File: config.mk
export PLATFORM = sky130hd
export DESIGN_NAME = barrel_unrotator_flat
export DESIGN_NICKNAME = d
export VERILOG_FILES = /design/src/rtl/barrel_unrotator_if.sv /design/src/rtl/barrel_unrotator.sv /design/src/flat_wrapper.sv
export SDC_FILE = /design/constraint.sdc
export NUM_CORES = 1
export LEC_CHECK = 0
export CAP_MARGIN = 40
export CORE_ASPECT_RATIO = 0.75
export CORE_UTILIZATION = 25
export DETAILED_ROUTE_END_ITERATION = 6
export SLEW_MARGIN = 20
export SYNTH_ARGS = -nofsm -noshare
export SYNTH_HDL_FRONTEND = slang
export SYNTH_SLANG_ARGS = --single-unit
File: constraint.sdc
create_clock -name clk -period 1.3 [get_ports clk]
set_input_delay 0.195 -clock clk [delete_from_list [all_inputs] [get_ports clk]]
set_output_delay 0.195 -clock clk [all_outputs]
set_load 0.005 [all_outputs]
File: src/rtl/barrel_unrotator_if.sv
// Stream bundle for barrel_unrotator: input beat, output beat and flush.
interface barrel_unrotator_if #(
    parameter int DATA_WIDTH = 32
) ();
    localparam int SA_WIDTH = (DATA_WIDTH > 1) ? $clog2(DATA_WIDTH) : 1;

    logic                  flush;
    logic                  in_valid;
    logic                  in_ready;
    logic [SA_WIDTH-1:0]   shift_amount;
    logic [DATA_WIDTH-1:0] data_in;
    logic                  out_valid;
    logic                  out_ready;
    logic [DATA_WIDTH-1:0] data_out;
    logic [SA_WIDTH-1:0]   sa_out;

    modport slave (
        input  flush, in_valid, shift_amount, data_in, out_ready,
        output in_ready, out_valid, data_out, sa_out
    );

    modport master (
        output flush, in_valid, shift_amount, data_in, out_ready,
        input  in_ready, out_valid, data_out, sa_out
    );
endinterface

File: src/rtl/barrel_unrotator.sv
// Pipelined right-rotator with valid/ready flow control and per-stage stall propagation.
// Optional BARREL_UNROT_SKID_EN adds a registered-ready 1-entry input skid buffer.
module barrel_unrotator #(
    parameter int DATA_WIDTH = 32,
    parameter int NUM_STAGES = 1
) (
    input  logic              clk,
    input  logic              reset,
    barrel_unrotator_if.slave bus
);
    localparam int SA_WIDTH       = (DATA_WIDTH > 1) ? $clog2(DATA_WIDTH) : 1;
    localparam int EFF_NUM_STAGES = (NUM_STAGES < 1) ? 1 : NUM_STAGES;
    localparam int OPS_BASE       = SA_WIDTH / EFF_NUM_STAGES;
    localparam int OPS_REM        = SA_WIDTH % EFF_NUM_STAGES;

    typedef logic [DATA_WIDTH-1:0] word_t;
    typedef logic [SA_WIDTH-1:0]   sa_t;

    // First rotate op owned by stage s; op_lo(s+1) bounds it. Early stages get the remainder ops.
    function automatic int op_lo(input int s);
        return s * OPS_BASE + ((s < OPS_REM) ? s : OPS_REM);
    endfunction

    function automatic word_t ror_pow2(input word_t w, input int k);
        int unsigned amt;
        amt = (32'd1 << k) % DATA_WIDTH;
        return (w >> amt) | (w << (DATA_WIDTH - amt));
    endfunction

    logic [EFF_NUM_STAGES-1:0]  vld_q, vld_d;
    word_t [EFF_NUM_STAGES-1:0] data_q, data_d;
    sa_t [EFF_NUM_STAGES-1:0]   sa_q, sa_d;
    logic [EFF_NUM_STAGES:0]    load;
    logic [EFF_NUM_STAGES-1:0]  stg_vld;
    word_t [EFF_NUM_STAGES-1:0] stg_data, stg_rot;
    sa_t [EFF_NUM_STAGES-1:0]   stg_sa;
    logic                       rdy_q;
    logic                       in_ready, accept, src_vld;
    word_t                      src_data;
    sa_t                        src_sa;

    always_comb begin
        load = '0;
        load[EFF_NUM_STAGES] = bus.out_ready;
        for (int s = EFF_NUM_STAGES - 1; s >= 0; s--)
            load[s] = !vld_q[s] || load[s+1];
    end

`ifdef BARREL_UNROT_SKID_EN
    logic  skid_vld_q, skid_vld_d;
    word_t skid_data_q;
    sa_t   skid_sa_q;

    assign in_ready = rdy_q && !skid_vld_q && !bus.flush;
    assign accept   = bus.in_valid && in_ready;
    assign src_vld  = skid_vld_q || accept;
    assign src_data = skid_vld_q ? skid_data_q : bus.data_in;
    assign src_sa   = skid_vld_q ? skid_sa_q : bus.shift_amount;

    always_comb begin
        skid_vld_d = skid_vld_q;
        if (skid_vld_q && load[0])
            skid_vld_d = 1'b0;
        else if (accept && !load[0])
            skid_vld_d = 1'b1;
        if (bus.flush)
            skid_vld_d = 1'b0;
    end

    always_ff @(posedge clk or posedge reset) begin
        if (reset) begin
            skid_vld_q  <= 1'b0;
            skid_data_q <= '0;
            skid_sa_q   <= '0;
        end else begin
            skid_vld_q <= skid_vld_d;
            if (accept && !load[0]) begin
                skid_data_q <= bus.data_in;
                skid_sa_q   <= bus.shift_amount;
            end
        end
    end
`else
    // Ready ripples combinationally from out_ready through every stage.
    assign in_ready = rdy_q && load[0] && !bus.flush;
    assign accept   = bus.in_valid && in_ready;
    assign src_vld  = accept;
    assign src_data = bus.data_in;
    assign src_sa   = bus.shift_amount;
`endif

    always_comb begin
        stg_vld  = '0;
        stg_data = '0;
        stg_sa   = '0;
        stg_rot  = '0;
        vld_d    = vld_q;
        data_d   = data_q;
        sa_d     = sa_q;
        for (int s = 0; s < EFF_NUM_STAGES; s++) begin
            stg_vld[s]  = (s == 0) ? src_vld  : vld_q[(s > 0) ? s - 1 : 0];
            stg_data[s] = (s == 0) ? src_data : data_q[(s > 0) ? s - 1 : 0];
            stg_sa[s]   = (s == 0) ? src_sa   : sa_q[(s > 0) ? s - 1 : 0];
            stg_rot[s]  = stg_data[s];
            for (int k = 0; k < SA_WIDTH; k++)
                if (k >= op_lo(s) && k < op_lo(s + 1) && stg_sa[s][k])
                    stg_rot[s] = ror_pow2(stg_rot[s], k);
            // Data only moves with a real beat so bubbles leave the registers untouched.
            if (load[s]) begin
                vld_d[s] = stg_vld[s];
                if (stg_vld[s]) begin
                    data_d[s] = stg_rot[s];
                    sa_d[s]   = stg_sa[s];
                end
            end
            if (bus.flush)
                vld_d[s] = 1'b0;
        end
    end

    always_ff @(posedge clk or posedge reset) begin
        if (reset) begin
            vld_q  <= '0;
            data_q <= '0;
            sa_q   <= '0;
            rdy_q  <= 1'b0;
        end else begin
            vld_q  <= vld_d;
            data_q <= data_d;
            sa_q   <= sa_d;
            rdy_q  <= 1'b1;
        end
    end

    assign bus.in_ready  = in_ready;
    assign bus.out_valid = vld_q[EFF_NUM_STAGES-1];
    assign bus.data_out  = data_q[EFF_NUM_STAGES-1];
    assign bus.sa_out    = sa_q[EFF_NUM_STAGES-1];
endmodule

File: src/flat_wrapper.sv
// flat-port wrapper written by rule: the top's interface ports become plain ports
module barrel_unrotator_flat 
#(
    parameter int DATA_WIDTH = 32,
    parameter int NUM_STAGES = 1
)
  (clk, reset, bus_flush, bus_in_valid, bus_shift_amount, bus_data_in, bus_out_ready, bus_in_ready, bus_out_valid, bus_data_out, bus_sa_out);
  barrel_unrotator_if #(.DATA_WIDTH(DATA_WIDTH)) bus_i ();
  input  logic clk;
  input  logic reset;
  input wire logic [$bits(bus_i.flush)-1:0] bus_flush;
  input wire logic [$bits(bus_i.in_valid)-1:0] bus_in_valid;
  input wire logic [$bits(bus_i.shift_amount)-1:0] bus_shift_amount;
  input wire logic [$bits(bus_i.data_in)-1:0] bus_data_in;
  input wire logic [$bits(bus_i.out_ready)-1:0] bus_out_ready;
  output wire logic [$bits(bus_i.in_ready)-1:0] bus_in_ready;
  output wire logic [$bits(bus_i.out_valid)-1:0] bus_out_valid;
  output wire logic [$bits(bus_i.data_out)-1:0] bus_data_out;
  output wire logic [$bits(bus_i.sa_out)-1:0] bus_sa_out;
  assign bus_i.flush = bus_flush;
  assign bus_i.in_valid = bus_in_valid;
  assign bus_i.shift_amount = bus_shift_amount;
  assign bus_i.data_in = bus_data_in;
  assign bus_i.out_ready = bus_out_ready;
  assign bus_in_ready = bus_i.in_ready;
  assign bus_out_valid = bus_i.out_valid;
  assign bus_data_out = bus_i.data_out;
  assign bus_sa_out = bus_i.sa_out;
  barrel_unrotator #(.DATA_WIDTH(DATA_WIDTH), .NUM_STAGES(NUM_STAGES)) u_core (.clk(clk), .reset(reset), .bus(bus_i));
endmodule
==> results of run 1 <==
## metrics by stage
stage / setup TNS, ps / total power, uW
after floorplan: -10270 / 2780
after global placement: -24670 / 3880
after detailed placement: -24940 / 3900
after CTS: -6190 / 5340
after global routing: -7970 / 5620
final: -6440 / 5360
## timing repair
action / 4_1_cts / 5_1_grt
gates cloned: 1 / 0
gates resized for setup: 136 / 5
setup buffers: 5 / 1
hold endpoints to repair: 0 / 0
hold buffers: 0 / 0
pin swaps: 30 / 21
setup endpoints to repair: 71 / 37
## area by class of cell
class	count	area share, %
Clock buffer	6	2.65
Sequential cell	39	18.6
Multi-Input combinational cell	222	50.5
Inverter	1	0.0715
Timing Repair Buffer	127	23.4
Clock inverter	2	0.667
Tap cell	171	4.08
## synthesized netlist by cell type (2+ instances only)
cell      number
a22o_1        59
dfrtp_1       39
nand2_1       33
mux2i_1       32
mux4_2        31
o31ai_2       25
clkbuf_1      19
mux2_2         9
buf_4          4
nor2_1         4
nor2b_1        4
o41ai_2        4
a21oi_1        3
and2_1         3
nand2b_1       3
o31ai_1        3
a22oi_1        2
buf_1          2
buf_2          2
buf_8          2
## state kept, by name (all words and copies together), names as in the netlist
| name | flops |
|---|---|
| u_core.rdy_q | 1 |
| u_core.bus.data_out | 32 |
| u_core.bus.out_valid | 1 |
| u_core.bus.sa_out | 5 |
## cell families (layout without fill, tap and decap cells)
kind of cell	count (synthesis)	in the layout	share of synthesized area, %
other	1	1	0.108
AND/OR/NAND/NOR	50	50	6.44
buffers and inverters	32	136	5.29
AO/OA/AOI/OAI	99	99	27.9
multiplexers	72	72	32.2
flip-flops	39	39	28.1
## tightest hold or removal path, delay by kind of cell
kind | cells | cell delay [ps]
buffers and inverters | 3 | 720
## path summary, 6_finish.rpt
| path | from | endpoint | slack, ps | cells after the start |
|---|---|---|---|---|
| worst min-delay path | reset | u_core.bus.data_out[8]$_DFFE_PP0P_ | 270 | 3 |
| worst max register to register | u_core.bus.out_valid$_DFFE_PP0P_ | u_core.bus.data_out[29]$_DFFE_PP0P_ | -160 | 6 |
| worst min register to register | u_core.bus.data_out[13]$_DFFE_PP0P_ | u_core.bus.data_out[13]$_DFFE_PP0P_ | 480 | 2 |
| max in group asynchronous | reset | u_core.bus.data_out[3]$_DFFE_PP0P_ | 820 | 3 |
| worst max-delay path | bus_shift_amount[1] | u_core.bus.data_out[31]$_DFFE_PP0P_ | -250 | 6 |
| min in group clk | bus_shift_amount[3] | u_core.bus.sa_out[3]$_DFFE_PP0P_ | 380 | 3 |
## per-layer routing
layer / share of wire [%] / GRT usage, %
met1: 48 / 25.0
met2: 43 / 24.9
met3: 8.5 / 4.10
met4: 0.76 / 4.17
met5: 0 / 0
## power by group
part | total (uW) | switching (uW) | internal [uW]
Clock | 1470 | 512 | 955
Sequential | 1630 | 157 | 1470
Combinational | 2260 | 1070 | 1190
==> run metrics, run 1 <==
fraction of final layout cells sized beyond drive strength 1=42.3%; kind of path behind the tightest hold check=primary input to async pin; total DRC errors in the routed layout=16; worst setup margin=-246 ps; die outline height=104 microns; Inserted Clock Buffers=5; non-filler instance count after layout=between 500 and 600; ys flop type=dfrtp_1; hpwl dp=roughly 9300 microns; leakage power=around 0.0022 uW; wire length of the first global-routing pass=around 19000 microns; highest clock rate=roughly 0.65 GHz; drt first-iter violations=approximately 250; VDD IR max=approximately 470 uV; core outline area=13300 sq um; all-layer global routing usage=17.0%; routability cong.=0.929; share of Yosys cell area claimed by the top area cell type=between 20 and 30%; max-cap viol count=0; total power density per cell area=between 1000 and 1500 nW/um^2; data arrival at the endpoint of the critical path=around 1800 ps; final worst clock skew=between 7 and 8 ps; Max Buffers Root-to-Sink=2; endpoint kind of the worst setup timing path=register; delay of the slowest cell on the worst path=around 580 ps; layout net count=438; starting density of the core=a little over a quarter; count of distinct cell types in the synthesized netlist=30; Max FO, Critical Path=7; cell type with the highest aggregate area in the netlist=dfrtp_1; average wire per standard cell=21.2 microns; number of levels the H-tree was split into=2; number of warnings issued by yosys=0; most numerous cell on the critical path=buf_12; clock tree from TritonCTS=yes; number of primary I/O pins=slightly above 80; Cell Area, Synth=~3500 sq um; pre-CTS setup slack=-821 ps; placed cell area=around 4800 sq um; pin count of the biggest net entering global routing=40; synthesized area divided by synthesized cell count=about 12 sq um; area taken by multi-input logic gates=around 2700 sq um; number of cells after detailed placement=between 500 and 600; fin. max-slew vios=0; most frequent cells in the layout=70 x dlygate4sd2_1, 58 x a22o_1, 39 x dfrtp_1; post-detailed-route count of antenna-violating nets=0; source-to-sink clock delay at the later pin of the worst-skew pair=290 ps; clock input transition at the sequential cells of the worst setup and hold paths=roughly 60 ps; violated checks=DRC, setup timing; run status=complete, but fails checks; post-route standard cell area excluding fillers=around 5200 sq um; number of enable flip-flop cells after synthesis=0; number of endpoints failing setup at the final stage=37; setup repair after global routing missed its margin=yes; min cycle time layout=approximately 1500 ps; Min Hold Slack=roughly 270 ps; clk sink count=39; type of the worst setup path=primary input to register; vias per cell=around 5.6; Row Count=36; via count of the first global-routing pass=3251; core utilization of the finished layout=between 30 and 40%; flops & latches, synth=39; Post-Syn Nets=335; final WL=12100 microns; Buffers on Ports=80; CP max stage cell=mux4_2; dominant cells by area after synthesis=dfrtp_1 28%, mux4_2 20%, a22o_1 15%; delay-heaviest family, CP=multiplexers; Seq/Total Area, Yosys=about 28%; DR vias=about 3200; total area of sequential cells=976 sq um; commonest non-fill, non-tap cell in the layout=dlygate4sd2_1; Synth-to-Final Area Change=51.0%; number of detailed-route iterations in the first pass=7; final-report hold violation count=0; full die area=between 10000 and 15000 sq um; fraction of the cycle the final worst path needs=119%; root buffer cell=clkbuf_16; sum of overflow across all layers after global routing=0; Startpoint Class=primary input; buffers and inverters on the worst path=2; Mapped Cells=just under 300; Worst Path Required=around 1500 ps; cell chain of the critical path=buf_12, buf_12, mux2i_4, mux4_2, a22o_4, o31ai_4; antenna violations before repair=0; Filler Cell Count=between 1000 and 1500; fraction of synthesis flops using an asynchronous set or reset pin=between 90% and 100%; # diodes=0; horizontal die dimension=138 microns
Power figures use the tool's default switching activity.
==> run 2: changes to the inputs <==
--- a/config.mk
+++ b/config.mk
@@ -9,6 +9,8 @@
 export CORE_ASPECT_RATIO = 0.75
 export CORE_UTILIZATION = 25
 export DETAILED_ROUTE_END_ITERATION = 6
+export MAX_ROUTING_LAYER = met4
+export SKIP_CTS_REPAIR_TIMING = 1
 export SLEW_MARGIN = 20
 export SYNTH_ARGS = -nofsm -noshare
 export SYNTH_HDL_FRONTEND = slang
==> run 2 against run 1 <==
The flow still finishes with violations (DRC, setup timing); clock skew barely moved; non-clock buffer count rose by 6; critical path depth did not move; count of clock-buffer cells in the layout did not move; core utilization rose by 2.2 points; worst hold slack improved by 8.2 ps; total power fell by 2.0%; sequential share of layout area fell by 0.99 points; largest power group unchanged.
==> run metrics, run 2 (same netlist as run 1, synthesis figures left out) <==
aggregate negative setup slack=-6850 ps; sum of overflow across all layers after global routing=0; DR vias=approximately 3200; kind of path behind the tightest hold check=primary input to async pin; combinational share of power=between 40% and 50%; fraction of the cycle the final worst path needs=120%; most frequent cells in the layout=71 x dlymetal6s2s_1, 58 x a22o_1, 39 x dfrtp_1; number of detailed-route iterations in the first pass=7; Row Count=36; clock tree from TritonCTS=yes; VDD IR max=414 uV; max reg flops=32; fin. max-slew vios=0; number of primary I/O pins=81; non-filler instance count after layout=574; final WL=12600 microns; antenna violations before repair=0; total power density per cell area=between 900 and 1000 nW/um^2; worst setup margin=-262 ps; layout net count=444; Synth-to-Final Area Change=59.5%; drt first-iter violations=roughly 290; all-layer global routing usage=approximately 17%; most numerous cell on the critical path=buf_12; max-cap viol count=0; Inserted Clock Buffers=5; fraction of final layout cells sized beyond drive strength 1=approximately two fifths; die outline height=approximately 100 microns; leakage power=roughly 0.0028 uW; full die area=14400 sq um; fraction of power spent switching nets=between 30% and 40%; Startpoint Class=primary input; source-to-sink clock delay at the later pin of the worst-skew pair=between 200 and 300 ps; post-route standard cell area excluding fillers=roughly 5500 sq um; pin count of the biggest net entering global routing=40; vias per cell=5.56; CP max stage cell=mux4_2; routability cong.=0.962; run status=complete, but fails checks; average wire per standard cell=21.9 microns; Max FO, Critical Path=8; endpoint kind of the worst setup timing path=register; clk sink count=39; wire length of the first global-routing pass=around 19000 microns; share of total power in the clock network=a little under a quarter; post-detailed-route count of antenna-violating nets=0; Worst Path Required=roughly 1500 ps; horizontal die dimension=about 140 microns; placed cell area=between 4000 and 5000 sq um; Filler Cell Count=1211; sequential fraction of design power=a little under a third; delay of the slowest cell on the worst path=between 500 and 600 ps; violated checks=DRC, setup timing; Max Buffers Root-to-Sink=2; highest clock rate=approximately 0.64 GHz; number of levels the H-tree was split into=2; type of the worst setup path=primary input to register; final worst clock skew=6.89 ps; # diodes=0; number of cells after detailed placement=556; root buffer cell=clkbuf_16; Buffers on Ports=80; pre-CTS setup slack=-853 ps; setup repair after global routing missed its margin=yes; core outline area=between 10000 and 15000 sq um; commonest non-fill, non-tap cell in the layout=dlymetal6s2s_1; final-report hold violation count=0; Switching Power=1730 uW; cell chain of the critical path=buf_12, buf_12, mux2i_4, mux4_2, a22o_1, o31ai_2; number of endpoints failing setup at the final stage=32; data arrival at the endpoint of the critical path=roughly 1800 ps; hpwl dp=~9500 microns; clock input transition at the sequential cells of the worst setup and hold paths=about 60 ps; design internal power=about 3500 uW; via count of the first global-routing pass=3061; starting density of the core=26.2%; min cycle time layout=1560 ps; total DRC errors in the routed layout=16
## run 2: worst paths after layout
check	from	endpoint	slack, ps	cells after the start
max	bus_shift_amount[1]	u_core.bus.data_out[9]$_DFFE_PP0P_	-260	6
min	reset	u_core.bus.data_out[4]$_DFFE_PP0P_	280	3
max reg2reg	u_core.bus.out_valid$_DFFE_PP0P_	u_core.bus.data_out[29]$_DFFE_PP0P_	-90	5
min reg2reg	u_core.bus.data_out[8]$_DFFE_PP0P_	u_core.bus.data_out[8]$_DFFE_PP0P_	480	2
max in group asynchronous	reset	u_core.bus.data_out[31]$_DFFE_PP0P_	820	3
min in group clk	bus_shift_amount[1]	u_core.bus.sa_out[1]$_DFFE_PP0P_	340	3
## run 2: stage by stage
| step | power (uW) | util (%) | hold slack [ps] |
|---|---|---|---|
| after floorplan | 2780 | - | 303 |
| after global placement | 3890 | 35.9 | 479 |
| after detailed placement | 3920 | 35.9 | 479 |
| after CTS | 5120 | 37.0 | 294 |
| after global routing | 5510 | 41.7 | 320 |
| final | 5250 | 41.7 | 276 |
## run 2: layer usage
layer  global-route usage (%)  wire length (microns)
met3                     2.44                    809
met5                        -                      0
met2                     22.4                   5250
met4                     2.25                     63
met1                     27.4                   6440
## run 2: final cells by class
class | count | area [sq um] | share of cell area [%]
clock buffer | 6 | 129 | 2.33
multi-input combinational | 222 | 2630 | 47.5
inverter | 1 | 3.75 | 0.0677
tap | 171 | 214 | 3.86
clock inverter | 2 | 12.5 | 0.226
timing repair buffer | 133 | 1580 | 28.4
sequential | 39 | 976 | 17.6
## run 2: critical path: cells and delay by family
kind                   cells  cell delay (ps)
AO/OA/AOI/OAI              2              490
buffers and inverters      2              280
multiplexers               2              780
## run 2: power groups by stage
stage                     sequential [uW]  combinational [uW]  clock (uW)
after floorplan                      1640                1140           0
after global routing                 1660                2590        1260
final                                1630                2430        1190
after detailed placement             1670                2250           0
after global placement               1660                2230           0
after CTS                            1650                2260        1220
